### src/rtl/quiesce_monitor_if.sv
// Bus between the quiescence monitor and its observer: finish/clear controls,
// the core request lines, and the monitor's registered status outputs.
interface quiesce_monitor_if #(
    parameter int NUM_CORES = 32,
    parameter int CNT_W     = 16
);
    logic                 finish_req;
    logic                 clear;
    logic [NUM_CORES-1:0] core_req;
    logic                 test_finish;
    logic                 timeout;
    logic                 busy;
    logic [NUM_CORES-1:0] pending_mask;
    logic [CNT_W-1:0]     test_cnt;

    modport master (
        output finish_req, clear, core_req,
        input  test_finish, timeout, busy, pending_mask, test_cnt
    );

    modport slave (
        input  finish_req, clear, core_req,
        output test_finish, timeout, busy, pending_mask, test_cnt
    );
endinterface

### src/rtl/quiesce_monitor.sv
// End-of-test quiescence detector: after finish_req, waits for QUIET_CYCLES
// consecutive all-idle cycles, with a watchdog and a saturating test counter.
module quiesce_monitor #(
    parameter int NUM_CORES      = 32,
    parameter int QUIET_CYCLES   = 4,
    parameter int TIMEOUT_CYCLES = 1024,
    parameter int CNT_W          = 16
) (
    input  logic             clk,
    input  logic             rst_n,
    quiesce_monitor_if.slave bus
);
    typedef enum logic [2:0] {
        ST_IDLE,
        ST_WAIT_IDLE,
        ST_QUIET,
        ST_DONE,
        ST_TIMEOUT
    } state_t;

    localparam int QC_W   = $clog2(QUIET_CYCLES + 1);
    localparam int WD_W   = (TIMEOUT_CYCLES > 0) ? $clog2(TIMEOUT_CYCLES + 1) : 1;
    localparam int WD_LIM = (TIMEOUT_CYCLES > 0) ? TIMEOUT_CYCLES - 1 : 0;
    localparam bit WD_EN  = (TIMEOUT_CYCLES > 0);

    localparam logic [QC_W-1:0] QC_LAST = QC_W'(QUIET_CYCLES - 1);
    localparam logic [WD_W-1:0] WD_LAST = WD_W'(WD_LIM);

    state_t               state_q, state_d;
    logic [QC_W-1:0]      qcnt_q, qcnt_d;
    logic [WD_W-1:0]      wdog_q, wdog_d;
    logic                 test_finish_q, test_finish_d;
    logic                 timeout_q, timeout_d;
    logic                 busy_q, busy_d;
    logic [NUM_CORES-1:0] pending_mask_q, pending_mask_d;
    logic [CNT_W-1:0]     test_cnt_q, test_cnt_d;
    logic                 idle;
    logic                 done_go;

    function automatic logic [CNT_W-1:0] sat_inc(input logic [CNT_W-1:0] v);
        return (&v) ? v : v + 1'b1;
    endfunction

    assign idle = (bus.core_req == '0);

    always_comb begin
        state_d        = state_q;
        qcnt_d         = qcnt_q;
        wdog_d         = wdog_q;
        test_finish_d  = test_finish_q;
        timeout_d      = timeout_q;
        pending_mask_d = pending_mask_q;
        test_cnt_d     = test_cnt_q;
        done_go        = 1'b0;

        if (bus.clear) begin
            state_d       = ST_IDLE;
            qcnt_d        = '0;
            wdog_d        = '0;
            test_finish_d = 1'b0;
            timeout_d     = 1'b0;
        end else begin
            unique case (state_q)
                ST_IDLE: begin
                    if (bus.finish_req) begin
                        state_d = ST_WAIT_IDLE;
                        wdog_d  = '0;
                        qcnt_d  = '0;
                    end
                end
                ST_WAIT_IDLE, ST_QUIET: begin
                    if (idle) begin
                        if (state_q == ST_WAIT_IDLE) begin
                            if (QUIET_CYCLES == 1) begin
                                done_go = 1'b1;
                            end else begin
                                state_d = ST_QUIET;
                                qcnt_d  = QC_W'(1);
                            end
                        end else if (qcnt_q == QC_LAST) begin
                            done_go = 1'b1;
                        end else begin
                            qcnt_d = qcnt_q + 1'b1;
                        end
                    end else begin
                        // Any busy core restarts the quiet window from scratch.
                        state_d = ST_WAIT_IDLE;
                        qcnt_d  = '0;
                    end
                    if (WD_EN) begin
                        wdog_d = wdog_q + 1'b1;
                    end
                    // Reaching quiescence outranks a watchdog expiring on the same edge.
                    if (done_go) begin
                        state_d       = ST_DONE;
                        test_finish_d = 1'b1;
                        test_cnt_d    = sat_inc(test_cnt_q);
                    end else if (WD_EN && (wdog_q == WD_LAST)) begin
                        state_d        = ST_TIMEOUT;
                        timeout_d      = 1'b1;
                        pending_mask_d = bus.core_req;
                    end
                end
                ST_DONE, ST_TIMEOUT: begin
                end
                default: begin
                    state_d = ST_IDLE;
                end
            endcase
        end

        busy_d = (state_d == ST_WAIT_IDLE) || (state_d == ST_QUIET);
    end

    always_ff @(posedge clk or negedge rst_n) begin
        if (!rst_n) begin
            state_q        <= ST_IDLE;
            qcnt_q         <= '0;
            wdog_q         <= '0;
            test_finish_q  <= 1'b0;
            timeout_q      <= 1'b0;
            busy_q         <= 1'b0;
            pending_mask_q <= '0;
            test_cnt_q     <= '0;
        end else begin
            state_q        <= state_d;
            qcnt_q         <= qcnt_d;
            wdog_q         <= wdog_d;
            test_finish_q  <= test_finish_d;
            timeout_q      <= timeout_d;
            busy_q         <= busy_d;
            pending_mask_q <= pending_mask_d;
            test_cnt_q     <= test_cnt_d;
        end
    end

    assign bus.test_finish  = test_finish_q;
    assign bus.timeout      = timeout_q;
    assign bus.busy         = busy_q;
    assign bus.pending_mask = pending_mask_q;
    assign bus.test_cnt     = test_cnt_q;
endmodule

### src/flat_wrapper.sv
// flat-port wrapper written by rule: the top's interface ports become plain ports
module quiesce_monitor_flat 
#(
    parameter int NUM_CORES      = 32,
    parameter int QUIET_CYCLES   = 4,
    parameter int TIMEOUT_CYCLES = 1024,
    parameter int CNT_W          = 16
)
  (clk, rst_n, bus_finish_req, bus_clear, bus_core_req, bus_test_finish, bus_timeout, bus_busy, bus_pending_mask, bus_test_cnt);
  quiesce_monitor_if #(.NUM_CORES(NUM_CORES), .CNT_W(CNT_W)) bus_i ();
  input  logic clk;
  input  logic rst_n;
  input wire logic [$bits(bus_i.finish_req)-1:0] bus_finish_req;
  input wire logic [$bits(bus_i.clear)-1:0] bus_clear;
  input wire logic [$bits(bus_i.core_req)-1:0] bus_core_req;
  output wire logic [$bits(bus_i.test_finish)-1:0] bus_test_finish;
  output wire logic [$bits(bus_i.timeout)-1:0] bus_timeout;
  output wire logic [$bits(bus_i.busy)-1:0] bus_busy;
  output wire logic [$bits(bus_i.pending_mask)-1:0] bus_pending_mask;
  output wire logic [$bits(bus_i.test_cnt)-1:0] bus_test_cnt;
  assign bus_i.finish_req = bus_finish_req;
  assign bus_i.clear = bus_clear;
  assign bus_i.core_req = bus_core_req;
  assign bus_test_finish = bus_i.test_finish;
  assign bus_timeout = bus_i.timeout;
  assign bus_busy = bus_i.busy;
  assign bus_pending_mask = bus_i.pending_mask;
  assign bus_test_cnt = bus_i.test_cnt;
  quiesce_monitor #(.NUM_CORES(NUM_CORES), .QUIET_CYCLES(QUIET_CYCLES), .TIMEOUT_CYCLES(TIMEOUT_CYCLES), .CNT_W(CNT_W)) u_core (.clk(clk), .rst_n(rst_n), .bus(bus_i));
endmodule
### config.mk
export PLATFORM = sky130hd
export DESIGN_NAME = quiesce_monitor_flat
export DESIGN_NICKNAME = d
export VERILOG_FILES = /design/src/rtl/quiesce_monitor_if.sv /design/src/rtl/quiesce_monitor.sv /design/src/flat_wrapper.sv
export SDC_FILE = /design/constraint.sdc
export NUM_CORES = 1
export LEC_CHECK = 0
export CAP_MARGIN = 15
export CORE_AREA = 8 8 98 100
export CTS_BUF_LIST = sky130_fd_sc_hd__clkbuf_8
export CTS_CLUSTER_DIAMETER = 60
export DETAILED_ROUTE_END_ITERATION = 8
export DIE_AREA = 0 0 106 108
export GPL_ROUTABILITY_DRIVEN = 1
export HOLD_SLACK_MARGIN = 0.15
export PLACE_DENSITY = 0.78
export REMOVE_ABC_BUFFERS = 1
export SKIP_CTS_REPAIR_TIMING = 1
export SKIP_LAST_GASP = 1
export SYNTH_ARGS = -nofsm -noshare
export SYNTH_HDL_FRONTEND = slang
export SYNTH_SLANG_ARGS = --single-unit
### constraint.sdc
create_clock -name clk -period 2.4 [get_ports clk]
set_clock_uncertainty 0.2 [all_clocks]
set_input_delay 0.24 -clock clk [delete_from_list [all_inputs] [get_ports clk]]
set_output_delay 0.24 -clock clk [all_outputs]
set_load 0.01 [all_outputs]
# After elaboration in Yosys (flattened, before gate mapping)
# Index checks and enable logic that the tools add are counted.
totals:
  out_inout_bits: 51
  elab_cells: 69
  ff_bits: 68
classes:
  n_reduce_logical: 16
  mux: 28
  n_addsub: 3
  eq_ne: 11
  n_bitwise: 3
ops:
  columns: ["op", "n"]
  rows:
  - ["2-to-1 mux 3 bit", 11]
  - ["logical NOT 32 bit", 1]
  - ["2-to-1 mux 11 bit", 2]
  - ["case mux 11 bit (2 select lines)", 1]
  - ["adder 16 x 1 -> 16 bit (second input constant)", 1]
  - ["AND reduction 16 bit", 1]
  - ["== test 3 x 2 -> 1 bit (second input constant)", 4]
  - ["2-to-1 mux 1 bit", 12]
  - ["adder 11 x 1 -> 11 bit (second input constant)", 1]
  - ["== test 11 x 10 -> 1 bit (second input constant)", 1]
  - ["case mux 3 bit (3 select lines)", 1]
  - ["AND reduction 4 bit", 2]
  - ["== test 3 x 1 -> 1 bit (second input constant)", 2]
  - ["case mux 3 bit (2 select lines)", 1]
  - ["AND reduction 3 bit", 2]
  - ["nonzero test 2 bit", 3]
  - ["inequality test 5 bit (second input constant)", 1]
  - ["AND reduction 2 bit", 2]
  - ["OR reduction 2 bit", 2]
  - ["adder 3 x 1 -> 3 bit (second input constant)", 1]
  - ["== test 3 bit (second input constant)", 1]
  - ["logical NOT 3 bit", 1]
  - ["inequality test 3 bit (second input constant)", 1]
  - ["NOT 1 bit", 3]
  - ["3 further kinds", 3]

# Logic depth before layout (Yosys ltp)
# Gate-level depths: netlist (run 1).
depth:
  ltp_word: 11
  ltp_mapped: 7

# Least setup slack after synthesis (run 1)
# Ideal clock, no wire load.
synth_path:
  path_kind: "input to register"
  from: "input bus_core_req[26]"
  to: "register u_core.pending_mask_q[10], in the netlist u_core.bus.pending_mask[10]"
  arrival_ns: 1.767
  cell_stages: 5
  required_time_ns: 2.075
  slack_ns: 0.309
  path_cell_list: "nor4_1 -> nand4_1 -> o311ai_4 -> buf_6 -> mux2_2"
synth_between:
  elab_chain_len: 6
synth_rtl:
  columns: ["item", "line", "source"]
  rows:
  - ["from (decl)", "flat_wrapper.sv:15", "input wire logic [$bits(bus_i.core_req)-1:0] bus_core_req;"]
  - ["logical NOT 32 bit", "quiesce_monitor.sv:44", "assign idle = (bus.core_req == '0);"]
  - ["2-to-1 mux 1 bit", "quiesce_monitor.sv:72", "if (idle) begin"]
  - ["2-to-1 mux 1 bit", "quiesce_monitor.sv:63", "unique case (state_q)"]
  - ["2-to-1 mux 1 bit", "quiesce_monitor.sv:56", "if (bus.clear) begin"]
  - ["NOT 1 bit (no line)", null, null]
  - ["AND reduction 4 bit (no line)", null, null]
  - ["to (signal assigned)", "quiesce_monitor.sv:132", "pending_mask_q <= pending_mask_d;"]
  - ["to (decl)", "quiesce_monitor.sv:35", "logic [NUM_CORES-1:0] pending_mask_q, pending_mask_d;"]
# No other way between the ends. The select of a mux whose other input is x is not followed.
# A chain may end at the register's enable or synchronous reset.

# Worst setup path in the final report (run 1)
layout_path:
  from: "input bus_core_req[0]"
  to: "register u_core.pending_mask_q[20], in the netlist u_core.bus.pending_mask[20]"
# Same word-level chain as after synthesis.

==> parameters.txt, run 1 <==
Parameter                              Value

Run
  # Max-Cap Violations ... 0

Die
  Floorplan die area ... 0.0114 sq mm
  Core footprint ... 0.00805 sq mm
  Overall die width ... 106 microns
  Row count ... 33
  Initial core utilization ... 39.1%
  DIE HEIGHT ... 108 microns
  I/O pin count ... 87

Finish
  Most common cell after layout, fill and taps aside ... sky130_fd_sc_hd__clkdlybuf4s50_1
  Net total in the final layout ... 428
  Commonest cells after routing, fill and taps aside ... sky130_fd_sc_hd__clkdlybuf4s50_1, sky130_fd_sc_hd__dfrtp_1, sky130_fd_sc_hd__mux2_2
  Final standard cell utilization of the core ... 58.3%
  Final instance area ... 0.00469 sq mm
  ANT cells ... 0
  Area growth from synthesis to layout ... 49.2%
  Share of final-layout standard cells stronger than drive strength 1 ... 21.9%

Pwr
  Areal power density over the cells ... 526 mW/mm^2
  Leak ... 2.11 nW
  Total design power ... 2.47 mW
  Maximum vdd ir drop ... 0.483 mV

Drt
  Antenna Violating Nets Remaining ... 0
  Number of remaining DRC errors ... 0
  Detail-routed net length per standard cell ... 15.7 microns
  Wire length on met2 ... 3.68 mm
  Total via count after detailed routing ... 2526
  Post-detailed-route via-to-cell ratio ... 5.07
  Initial DRC Count ... 102
  Routed length on met3 ... 632 microns
  Wire length on met1 ... 3.31 mm
  Detailed Routing Iterations Pass 1 ... 4
  Highest routing layer actually used ... met4
  Total wire length ... 7.81 mm

Placed design
  Number of I/O port buffers ... 86
  Post-detailed-placement half-perimeter wirelength ... 5.68 mm
  Setup slack after placement ... -0.353 ns
  Cell Area, Placed ... 0.00429 sq mm
  Routability Congestion ... 0.799

Critical path
  Startpoint of the worst setup timing path ... bus_core_req[0]
  FF-to-FF Start ... u_core.state_q[0]$_DFF_PN0_
  Biggest fanout along the worst timing path ... 7
  Slowest library cell on the worst path ... sky130_fd_sc_hd__o311ai_4
  Worst path most repeated cell ... sky130_fd_sc_hd__buf_4
  CP arrival ... 2.40 ns
  Type of the worst setup path ... in2reg
  Largest stage delay, worst path ... 0.45 ns
  Crit-path cells ... clkdlybuf4s50_1 > nor4_2 > buf_4 > nand4_1 > buf_4 > o311ai_4 > clkbuf_16 > mux2_2
  Type of element capturing the critical path ... flop
  Critical Path RT ... 2.43 ns
  Launching element type of the critical path ... input port

STA
  F_max ... 423 MHz
  Number of max-slew violations in the final report ... 0
  Pin slew with the least headroom to its limit ... 0.461 ns
  Share of the cycle needed by the critical path after routing ... 98.5%
  Final critical delay including setup and external delays ... 2.36 ns
  Final Hold Fails ... 0
  Worst path setup slack after routing ... 0.0353 ns
  Worst slew slack as a fraction of its limit ... 69.2%
  Worst hold-check slack ... 0.233 ns
  Setup violations, final ... 0

Run status
  Run status ... finished, final reports clean

Yosys
  Netlist Area Pre-Place ... 0.00315 sq mm
  Syn_area_per_cell ... 11.9 sq um
  Most frequently used flop master after synthesis ... sky130_fd_sc_hd__dfrtp_1
  Synthesized flop and latch total ... 68
  Number of distinct library cells after synthesis ... 40
  Gate count after technology mapping ... 265
  YS warnings ... 0
  Portion of the post-synthesis area used by sequential elements ... 54.1%
  Number of flops mapped to enable cells by yosys ... 0
  FFs w/ async S/R, synth ... 100%

Global routing
  Vias in the first global route ... 2581
  First-pass GRT wire length ... 12.4 mm
  Total congestion overflow after global routing ... 0
  Maximum number of pins on one net before global-route repair ... 69
  Number of antenna violations at the first check in global routing ... 0
  Global-route usage over all layers ... 13.6%

Clocking
  Clock buffer depth ... 2
  Clk root buf ... sky130_fd_sc_hd__clkbuf_8
  Insertion delay to the later sink of the worst-skew pair ... 0.34 ns
  Clock input transition at the sequential cells of the worst setup and hold paths ... 0.07 ns
  Inserted Clock Buffers ... 9
  Number of sinks driven by the clock tree ... 68
  Number of H-tree branching levels ... 3
  Clock tree from TritonCTS ... built

Hold path
  Class of the worst hold path ... in2async
[metal layers]
layer	vias to the layer above	track usage, %
met2	69	21.0
met3	16	5.71
li1	1213	-
met4	0	6.53
met5	-	0
met1	1228	16.0
[area by class of cell]
class                      count  area (sq um)
fill                         640          3360
tap                          105           131
sequential                    68          1700
timing repair buffer         120          1200
multi-input combinational    183          1390
clock buffer                  10           138
inverter                       6          22.5
clock inverter                 6           111
[worst paths after layout]
kind                       depth (start not counted)  slack (ns)                                      end
setup / recovery                                   8        0.04  u_core.bus.pending_mask[20]$_DFFE_PN0P_
hold / removal                                     3        0.23  u_core.bus.pending_mask[19]$_DFFE_PN0P_
setup reg to reg                                   5        0.14  u_core.bus.pending_mask[20]$_DFFE_PN0P_
hold reg to reg                                    1        0.29       u_core.bus.test_cnt[6]$_DFFE_PN0P_
max in group asynchronous                          3        1.46   u_core.bus.pending_mask[1]$_DFFE_PN0P_
min in group clk                                   1        0.29       u_core.bus.test_cnt[6]$_DFFE_PN0P_
[kinds of logic (layout without fill, tap and decap cells)]
| logic type | count (synthesis) | in the layout | share of synthesized area, % |
|---|---|---|---|
| AO/OA/AOI/OAI | 28 | 28 | 6.17 |
| XOR/XNOR | 23 | 23 | 6.40 |
| adder cells (fa/ha/maj) | 4 | 4 | 1.59 |
| buffers and inverters | 14 | 142 | 2.59 |
| flip-flops | 68 | 68 | 54.1 |
| multiplexers | 35 | 35 | 12.5 |
| AND/OR/NAND/NOR | 93 | 93 | 16.6 |
[through the flow]
stage               cells  TNS [ns]
global placement      472    -11.45
finish                498         0
CTS                   488         0
floorplan             257     -4.93
detailed placement    472    -13.13
global route          498   -0.0889
[worst max-delay path: cells and delay by family]
family	cells	cell delay [ns]
buffers and inverters	4	1.02
AO/OA/AOI/OAI	1	0.45
AND/OR/NAND/NOR	2	0.35
multiplexers	1	0.33
[cells in the mapped netlist, types with 2 or more instances]
cell | number | area share [%]
sky130_fd_sc_hd__a21boi_0 | 2 | 0.48
sky130_fd_sc_hd__a21o_1 | 2 | 0.48
sky130_fd_sc_hd__a21oi_1 | 6 | 0.95
sky130_fd_sc_hd__a31oi_1 | 2 | 0.40
sky130_fd_sc_hd__and2_1 | 3 | 0.60
sky130_fd_sc_hd__and3_1 | 9 | 1.8
sky130_fd_sc_hd__and4_1 | 5 | 1.4
sky130_fd_sc_hd__buf_2 | 2 | 0.32
sky130_fd_sc_hd__buf_6 | 3 | 1.1
sky130_fd_sc_hd__clkbuf_1 | 2 | 0.24
sky130_fd_sc_hd__dfrtp_1 | 68 | 54
sky130_fd_sc_hd__ha_1 | 4 | 1.6
sky130_fd_sc_hd__inv_1 | 6 | 0.72
sky130_fd_sc_hd__mux2_1 | 5 | 1.8
sky130_fd_sc_hd__mux2_2 | 30 | 11
sky130_fd_sc_hd__nand2_1 | 9 | 1.1
sky130_fd_sc_hd__nand3_1 | 12 | 1.9
sky130_fd_sc_hd__nand4_1 | 12 | 2.4
sky130_fd_sc_hd__nor2_1 | 17 | 2.0
sky130_fd_sc_hd__nor2b_1 | 2 | 0.40
sky130_fd_sc_hd__nor3_1 | 3 | 0.48
sky130_fd_sc_hd__nor3b_1 | 2 | 0.48
sky130_fd_sc_hd__nor4_1 | 11 | 2.2
sky130_fd_sc_hd__o21ai_0 | 9 | 1.4
sky130_fd_sc_hd__or3_1 | 3 | 0.60
sky130_fd_sc_hd__xnor2_1 | 22 | 6.1
[power by group]
part / total (mW) / internal, mW / switching, mW / leakage (nW)
Clock: 1.15 / 0.718 / 0.430 / 0.122
Sequential: 1.16 / 1.15 / 0.00517 / 0.947
Combinational: 0.163 / 0.0898 / 0.0733 / 1.04
Total: 2.47 / 1.96 / 0.508 / 2.11
[state kept, by name (all words and copies together) (netlist names)]
register and flops:
u_core.qcnt_q 3, u_core.wdog_q 11, u_core.bus.busy 1, u_core.bus.test_cnt 16, u_core.bus.test_finish 1, u_core.bus.timeout 1, u_core.state_q 3, u_core.bus.pending_mask 32
Note: power is estimated with default switching activity, not from simulation.
==> run 2: changes to the inputs <==
--- a/config.mk
+++ b/config.mk
@@ -6,11 +6,11 @@
 export NUM_CORES = 1
 export LEC_CHECK = 0
 export CAP_MARGIN = 15
-export CORE_AREA = 8 8 98 100
+export CORE_AREA = 8 8 109 91
 export CTS_BUF_LIST = sky130_fd_sc_hd__clkbuf_8
 export CTS_CLUSTER_DIAMETER = 60
 export DETAILED_ROUTE_END_ITERATION = 8
-export DIE_AREA = 0 0 106 108
+export DIE_AREA = 0 0 117 99
 export GPL_ROUTABILITY_DRIVEN = 1
 export HOLD_SLACK_MARGIN = 0.15
 export PLACE_DENSITY = 0.78
==> parameters.txt, run 2 (synthesis gave the netlist of run 1 again) <==
Parameter                              Value

Run status
  Run status ... finished, final reports clean

Pwr
  Areal power density over the cells ... 499 mW/mm^2 (-5.0%)
  Total design power ... 2.27 mW (-8.2%)
  Leak ... 2.01 nW (-4.8%)
  Maximum vdd ir drop ... 0.388 mV (-20%)

Critical path
  Setup slack of the worst register-to-register path ... 0.23 ns (+0.09 ns)
  Cells on worst reg2reg path ... 5 (unchanged)
  Launching element type of the critical path ... input port
  Critical Path RT ... 2.43 ns (about the same)
  Type of element capturing the critical path ... flop
  Biggest fanout along the worst timing path ... 3 (-4)
  CP arrival ... 2.34 ns (-0.06 ns)
  FF-to-FF Start ... u_core.bus.test_cnt[3]$_DFFE_PN0P_
  Type of the worst setup path ... in2reg
  End of the worst register-to-register path ... u_core.bus.test_cnt[1]$_DFFE_PN0P_

Hold path
  Class of the worst hold path ... in2async

Finish
  Footprint of the multi-input gates ... 0.00139 sq mm (-0.36%)
  Max FFs per register ... 32 (unchanged)
  ANT cells ... 0 (unchanged)
  Most common cell after layout, fill and taps aside ... sky130_fd_sc_hd__clkdlybuf4s50_1
  Final standard cell utilization of the core ... 55.5% (-2.8 points)
  Area growth from synthesis to layout ... 44.3%
  Commonest cells after routing, fill and taps aside ... sky130_fd_sc_hd__clkdlybuf4s50_1, sky130_fd_sc_hd__dfrtp_1, sky130_fd_sc_hd__mux2_2
  Post-layout instance count excluding filler cells ... 495 (-0.60%)
  FF/Latch Area ... 0.00170 sq mm (unchanged)
  Net total in the final layout ... 419 (-2.1%)
  Filler cells ... 738 (+15%)
  Share of final-layout standard cells stronger than drive strength 1 ... 20.1% (-1.8 points)

STA
  F_max ... 434 MHz (+2.7%)
  Setup violations, final ... 0 (unchanged)
  Pin slew with the least headroom to its limit ... 0.696 ns (+0.235 ns)
  Final critical delay including setup and external delays ... 2.30 ns (-0.0613 ns)
  Share of the cycle needed by the critical path after routing ... 96.0% (-2.6 points)
  Final Hold Fails ... 0 (unchanged)
  Number of max-slew violations in the final report ... 0 (unchanged)
  Worst slew slack as a fraction of its limit ... 53.5% (-16 points)

Global routing
  Maximum number of pins on one net before global-route repair ... 32 (-54%)
  Global-route usage over all layers ... 14.3% (+0.76 points)
  Vias in the first global route ... 2683 (+4.0%)
  First-pass GRT wire length ... 13.0 mm (+4.8%)
  Number of antenna violations at the first check in global routing ... 0 (unchanged)
  Total congestion overflow after global routing ... 0 (unchanged)

Clocking
  Insertion delay to the later sink of the worst-skew pair ... 0.34 ns (about the same)
  Inserted Clock Buffers ... 9 (unchanged)
  Clock input transition at the sequential cells of the worst setup and hold paths ... 0.07 ns (about the same)
  Clock buffer depth ... 2 (unchanged)
  Number of H-tree branching levels ... 3 (unchanged)
  Clock tree from TritonCTS ... built
  Clk root buf ... sky130_fd_sc_hd__clkbuf_8
  Number of sinks driven by the clock tree ... 68 (unchanged)

Die
  Row count ... 30 (-9.1%)
  Overall die width ... 117 microns (+10%)
  Core footprint ... 0.00818 sq mm (+1.6%)
  Floorplan die area ... 0.0116 sq mm (+1.2%)
  DIE HEIGHT ... 99 microns (-8.3%)
  Initial core utilization ... 38.4% (-0.63 points)
  I/O pin count ... 87 (unchanged)

Placed design
  Number of I/O port buffers ... 86 (unchanged)
  Routability Congestion ... 0.819 (+2.5%)
  Total instance count after detailed placement ... 478 (+1.3%)
  Post-detailed-placement half-perimeter wirelength ... 6.02 mm (+6.0%)

Drt
  Detail-routed net length per standard cell ... 15.9 microns (+1.6%)
  Initial DRC Count ... 61 (-40%)
  Total wire length ... 7.89 mm (+1.0%)
  Detailed Routing Iterations Pass 1 ... 4 (unchanged)
  Total via count after detailed routing ... 2545 (+0.75%)
  Number of remaining DRC errors ... 0 (unchanged)
  Post-detailed-route via-to-cell ratio ... 5.14 (+1.4%)
  Antenna Violating Nets Remaining ... 0 (unchanged)

Run
  # Max-Cap Violations ... 0 (unchanged)
[run 2: critical path, stage by stage]
cell,delay (ns)
sky130_fd_sc_hd__clkdlybuf4s50_1,0.43
sky130_fd_sc_hd__nor4_1,0.39
sky130_fd_sc_hd__nand4_1,0.28
sky130_fd_sc_hd__o311ai_0,0.37
sky130_fd_sc_hd__a21boi_0,0.27
sky130_fd_sc_hd__mux2_2,0.36
[run 2: how the worst max path moves through the flow]
stage	slack, ns	startpoint	endpoint
2_1_floorplan	-0.16	bus_core_req[26]	u_core.bus.pending_mask[10]$_DFFE_PN0P_
3_3_place_gp	-0.39	bus_core_req[18]	u_core.bus.pending_mask[26]$_DFFE_PN0P_
3_5_place_dp	-0.46	bus_core_req[18]	u_core.bus.busy$_DFF_PN0_
4_1_cts	-0.05	bus_core_req[18]	u_core.bus.busy$_DFF_PN0_
5_1_grt	-0.003	bus_core_req[1]	u_core.bus.pending_mask[1]$_DFFE_PN0P_
6_report	0.1	bus_core_req[9]	u_core.bus.busy$_DFF_PN0_
[run 2: through the flow]
stage,hold WS [ns],area [sq um],TNS (ns),setup WS [ns]
6_report,0.268,4540,0,0.0966
5_1_grt,0.316,4540,-0.00284,-0.00284
4_1_cts,-0.257,4500,-0.812,-0.0467
3_5_place_dp,0.120,4290,-16.47,-0.459
3_3_place_gp,0.113,4290,-14.57,-0.386
2_1_floorplan,-0.256,3090,-4.93,-0.159
[run 2: area by class of cell]
cell class	instances	area share [%]
tap	112	3.09
timing repair buffer	111	23.9
clock inverter	3	0.827
inverter	6	0.496
multi-input combinational	183	30.6
sequential	68	37.5
clock buffer	12	3.64
[run 2: report_power, final]
part | total [mW] | switching (mW) | internal, mW
combinational | 0.155 | 0.0732 | 0.0814
clock | 0.954 | 0.402 | 0.552
sequential | 1.16 | 0.00540 | 1.15
total | 2.27 | 0.480 | 1.79
[run 2: layer usage]
layer  vias to the layer above  global-route usage [%]  routed length [microns]
li1                       1193                       -                        -
met1                      1266                    17.2                     3500
met2                        71                    21.9                     3590
met3                        15                    6.91                      660
met4                         0                    4.91                      135
met5                         -                       0                        0
